File: src/rtl/sipo_frame_receiver.sv
// sipo_frame_receiver: serial-to-parallel word receiver with valid/ready output and sticky overrun; define SIPO_PARITY_CHECK_EN for a trailing parity bit
module sipo_frame_receiver #(
    parameter int WIDTH      = 8,
    parameter bit PARITY_ODD = 1'b0
) (
    input  logic                       clk,
    input  logic                       reset,
    input  logic                       shift_left,
    input  logic                       shift_right,
    input  logic                       data_in,
    input  logic                       out_ready,
    input  logic                       ovr_clr,
    output logic [WIDTH-1:0]           data_out,
    output logic                       out_valid,
    output logic [$clog2(WIDTH+1)-1:0] bit_count,
    output logic                       overrun,
    output logic                       parity_err
);
    localparam int CW = $clog2(WIDTH + 1);
`ifdef SIPO_PARITY_CHECK_EN
    localparam int FL = WIDTH + 1;
`else
    localparam int FL = WIDTH;
`endif
    logic [WIDTH-1:0] asm_q, asm_nxt, word;
    logic accept, done, load, perr;
    always_comb begin
        accept  = shift_left ^ shift_right;
        asm_nxt = shift_left ? {asm_q[WIDTH-2:0], data_in} : {data_in, asm_q[WIDTH-1:1]};
        done    = accept && bit_count == CW'(FL - 1);
        load    = done && (!out_valid || out_ready);
    end
`ifdef SIPO_PARITY_CHECK_EN
    assign word = asm_q;
    assign perr = ^asm_q ^ data_in ^ PARITY_ODD;
`else
    assign word = asm_nxt;
    assign perr = 1'b0 & PARITY_ODD;
`endif
    always_ff @(posedge clk) begin
        if (reset) begin
            asm_q      <= '0;
            bit_count  <= '0;
            data_out   <= '0;
            out_valid  <= 1'b0;
            overrun    <= 1'b0;
            parity_err <= 1'b0;
        end else begin
            if (accept) begin
                asm_q     <= asm_nxt;
                bit_count <= done ? '0 : bit_count + CW'(1);
            end
            if (load) begin
                data_out   <= word;
                out_valid  <= 1'b1;
                parity_err <= perr;
            end else if (out_valid && out_ready) begin
                out_valid <= 1'b0;
            end
            overrun <= (done && out_valid && !out_ready) || (overrun && !ovr_clr);
        end
    end
endmodule

File: config.mk
export PLATFORM = sky130hd
export DESIGN_NAME = sipo_frame_receiver
export DESIGN_NICKNAME = d
export VERILOG_FILES = /design/src/rtl/sipo_frame_receiver.sv
export SDC_FILE = /design/constraint.sdc
export NUM_CORES = 1
export LEC_CHECK = 0
export CORE_MARGIN = 5
export CORE_UTILIZATION = 40
export CTS_CLUSTER_SIZE = 25
export DETAILED_ROUTE_END_ITERATION = 6
export PLACE_DENSITY_LB_ADDON = 0.1
export SLEW_MARGIN = 0
export SYNTH_ARGS = -nofsm -noshare
export SYNTH_HDL_FRONTEND = slang
export SYNTH_SLANG_ARGS = --single-unit
File: constraint.sdc
create_clock -name clk -period 1.26 [get_ports clk]
set_input_delay 0.252 -clock clk [delete_from_list [all_inputs] [get_ports clk]]
set_output_delay 0.252 -clock clk [all_outputs]
set_load 0.05 [all_outputs]
Yosys cells after proc, flatten, opt, wreduce, memory -nomap -nowiden
Cells that the tools add are included. Widths: inputs -> output; s select.

Bits in registers: 22. Latch bits: 0. Memory bits (writable): 0. Memory bits (read-only): 0. Bits of input ports: 7. Word-level logic and storage cells: 24. Memories kept: 0.

Add/sub/neg operators: 1. $mul: 0. Divide/modulo/power cells: 0. $lt $le $gt $ge: 0. Eq/ne operators: 1. Shift-type cells: 0. Mux-type cells: 4. Bitwise operators: 1. Reduce and logical (&&, ||, !) cells: 12.

Operators with widths (count): $mux 8 (1); $logic_and 1x1->1 (6); $add 4x1->4 const B (1); $eq 4x3->1 const B (1); $mux 4 (1); $logic_not 1->1 (3); $logic_or 1x1->1 (2); $mux 1 (2); $reduce_bool 2->1 (1); $xor 1x1->1 (1).

Logic depth before layout (Yosys ltp)
Word-level depth: 5. Gate-level depth with buffers: 6.

Least setup slack after synthesis
No wires, ideal clock.

Path type: register -> register. Start: register bit_count[0]. End: register data_out[0]. Library setup time: 0.080 ns. Arrival: 1.682 ns. Data required time: 1.180 ns. Path slack: -0.502 ns. Cell stages (with the launch flop): 7. Buffers on the path: 2. Clock period less this slack: 1.762 ns. Cells stage by stage: dfxtp_1 -> ha_1 -> and3b_1 -> buf_2 -> buf_2 -> a31oi_1 -> nor3b_1.

Word-level cells in the longest chain between the ends: 3.

Ends and longest elaborated chain: start, declared (line 15) `output logic [$clog2(WIDTH+1)-1:0] bit_count,`; start signal, assigned (line 51) `bit_count <= done ? '0 : bit_count + CW'(1);`; $eq 4x3->1 (line 30) `done = accept && bit_count == CW'(FL - 1);`; $logic_and 1x1->1 (line 30); $logic_and 1x1->1 (line 31) `load = done && (!out_valid || out_ready);`; end signal, assigned (line 54) `data_out <= word;`; end, declared (line 13) `output logic [WIDTH-1:0] data_out,`.

Every way passes these cells. A chain may end at the register's enable or synchronous reset.

Worst setup path after layout
Start: register bit_count[1]. End: register data_out[1].

Same word-level chain as after synthesis.

==> metrics.md <==
| Metric | Value |
|---|---|
| Status | completed |
| Buffers added on ports | 20 |
| CP delay by family, top | flip-flops |
| Avg Cell Area, Syn | 9.490 um2 |
| Final #Nets | 138 |
| Commonest cells in the netlist | dfxtp_1, nor2_1, a211oi_1 |
| First-pass GRT wire length | 3.581 mm |
| Hold-fix buffers, CTS | 0 |
| Xor and xnor area share after synthesis | 4.478% |
| Syn_nets | 114 |
| Mux contribution to synthesized area | 7.960% |
| Post-synth EDFFs | 0 |
| CTS sink count | 22 |
| Min cycle time layout | 1.252 ns |
| Antenna-violating nets left | 0 |
| Root Driver | clkbuf_4 |
| Setup-failing EPs final | 0 |
| Post-Synth Simple-Gate Area | 19.53% |
| Yosys warnings | 0 |
| FF-to-FF End | data_out[1] |
| Max rail drop VDD | 0.5633 mV |
| Most common cell in the netlist | dfxtp_1 |
| Ys async rst share | 0% |
| Synth Area in Compound Gates | 15.55% |
| Vias per cell | 5.440 |
| Core Region | 2432 um2 |
| Cell Rows | 18 |
| Sw frac | 28.42% |
| R2R setup slack | 0.008 ns |
| Starting DRT DRC Count | 31 |
| Largest net degree at the start of global routing | 38 |
| Crit path required time | 1.46 ns |
| Clock buffer depth | 2 |
| CTS buffer count | 3 |
| Yosys cell types | 26 |
| Post-synth top area share | 43.78% |
| Initial core utilization | 41.36% |
| CP Launch Type | flip-flop |
| Gr usage total | 13.24% |
| TritonCTS clock tree | yes |
| Non-Filler Instances | 159 |
| Number of antenna violations at the first check in global routing | 0 |
| Placed cells | 155 |
| Hold Path Origin | asm_q[7] |
| Overflow left after global routing | 0 |
| Full die area | 3618 um2 |
| Hold Path Depth | 2 |
| Crit-path max FO | 19 |
| DRT Wirelength | 2.221 mm |
| Top cells by area, synth | dfxtp_1, mux2i_1, a211oi_1 |
| Switching Power | 399.8 uW |
| Area Overhead vs Synth | 52.74% |
| Crit Path Category | reg2reg |
| Seq cells post-synth | 22 |
| RSZ-0062 raised after global routing | yes |
| Clk slew on worst S/H paths | 0.12 ns |
| H-tree levels | 1 |
| PwrDens | 915.6 nW/um2 |
| CP Buf/Inv Count | 1 |
| Period utilisation layout | 99.37% |
| Clock share of power | 22.7% |
| P_leak | 0.0005601 uW |
| Hold_ws | 0.5108 ns |
| Main combinational cell family by area after synthesis | simple AND/OR/NAND/NOR gates |
| Logic pwr share | 23.1% |
| Final core occ | 63.17% |
| GP Congestion | 0.7711 |
| Die width | 60.15 um |
| Vias in the first global route | 796 |
| Hold Vio Cnt, Final | 0 |
| Drt first pass iters | 4 |
| CP Data Arrival Time | 1.45 ns |
| F_max | 798.7 MHz |
| CP endpoint kind | flip-flop |
| Sequential area share after synthesis | 43.78% |
| Sequential share of power | 54.2% |
| Antenna Cells | 0 |
| Max-Cap Viols | 0 |
| Worst path max stage delay | 0.37 ns |
| Drc violations | 0 |
| Area leader, netlist | dfxtp_1 |
| Wirelength per Cell | 13.97 um |
| Pins Over Slew Limit | 0 |
| Layout cells sized above 1 | 30.23% |
| Synth Area in Adders | 1.244% |
| Reg-to-reg critical path startpoint | bit_count[1] |
| Synth Instances | 106 |
| IO Pins | 22 |
| Internal cell power | 1007 uW |
| Vias | 865 |
| DP HPWL | 1.501 mm |
| Primary FF master, synth | dfxtp_1 |
| Mapped cell area | 1006 um2 |
| HP Class | reg2reg |
| Critical path depth in cells | 5 |
| Crit path cell chain | ha_4 -> and3b_1 -> buf_12 -> a31oi_1 -> nor3b_2 |
| Reg2reg path depth | 5 |
| Skew-Pair Late Insertion Delay | 0.30 ns |
| WHS Endpoint | asm_q[7] |
| Clock Skew | 0.007003 ns |
| Crit-path slowest cell | dfxtp_4 |
| Die Y | 60.15 um |
[routing by layer]
| metal | vias up | global-route usage (%) | wire length (um) |
|---|---|---|---|
| met1 | 412 | 16.54 | 1056 |
| li1 | 434 | - | - |
| met4 | 0 | 8.861 | 14 |
| met3 | 2 | 2.376 | 91 |
| met5 | - | 0 | 0 |
| met2 | 17 | 20.52 | 1059 |
[timing repair]
item,in CTS,in global routing
resized for setup,2,4
setup endpoints to repair,20,13
buffers inserted,0,0
[kinds of logic after synthesis]
group,Yosys count
AND/OR/NAND/NOR,34
flip-flops,22
multiplexers,8
other,1
XOR/XNOR,3
adder cells (fa/ha/maj),1
AO/OA/AOI/OAI,24
buffers and inverters,13
[layout by cell type (no fill, tap or decap), types with 3 or more instances in the layout]
master            n
nor3b_1           5
buf_12           20
a31oi_1           8
a211oi_1          9
dfxtp_1          17
buf_4             4
dfxtp_2           3
nand4_1           8
clkdlybuf4s50_1   4
nor2_1           10
clkbuf_4          3
mux2i_1           8
a21oi_1           3
nor3b_2           3
[worst reg2reg max path: cells and delay by family (launching register included)]
family / cells / cell delay [ns]
buf+inv: 1 / 0.16
fa+ha+maj: 1 / 0.16
simple gates: 2 / 0.27
flops: 1 / 0.37
compound gates: 1 / 0.20
[stage by stage]
stage	cell area, um2	setup TNS, ns	worst slack [ns]	total power (uW)
2_1_floorplan	1044	-0.5083	-0.06446	963.2
4_1_cts	1518	0	0.006148	1424
5_1_grt	1536	-0.3303	-0.05466	1491
3_3_place_gp	1494	-7.531	-0.4087	1100
6_report	1536	0	0.007954	1407
3_5_place_dp	1494	-7.840	-0.4591	1106
[how the worst max path moves through the flow]
stage | from | to | slack [ns]
after CTS | bit_count[1] | data_out[2] | 0.006
after detailed placement | shift_left | bit_count[3] | -0.46
after floorplan | bit_count[1] | overrun | -0.06
after global routing | bit_count[1] | data_out[1] | -0.05
after global placement | shift_left | bit_count[3] | -0.41
final | bit_count[1] | data_out[1] | 0.008
[sequential cells by signal (all words and copies together), names as in the netlist]
register   count
out_valid      1
data_out       8
overrun        1
bit_count      4
asm_q          8
[layout make-up]
cell class	count	area [um2]
Sequential cell	22	451.7
Clock buffer	3	22.52
Timing Repair Buffer	30	488.0
Fill cell	215	895.9
Multi-Input combinational cell	71	525.5
Inverter	2	7.507
Tap cell	30	37.54
Clock inverter	1	3.754
[power by group through the flow]
stage | Sequential [uW] | Combinational (uW) | Clock [uW]
after floorplan | 812 | 151 | 0
after global placement | 777 | 323 | 0
after detailed placement | 779 | 327 | 0
after CTS | 763 | 327 | 335
after global routing | 770 | 351 | 370
final | 762 | 326 | 319
No activity file was read; power rests on OpenSTA's default activity.
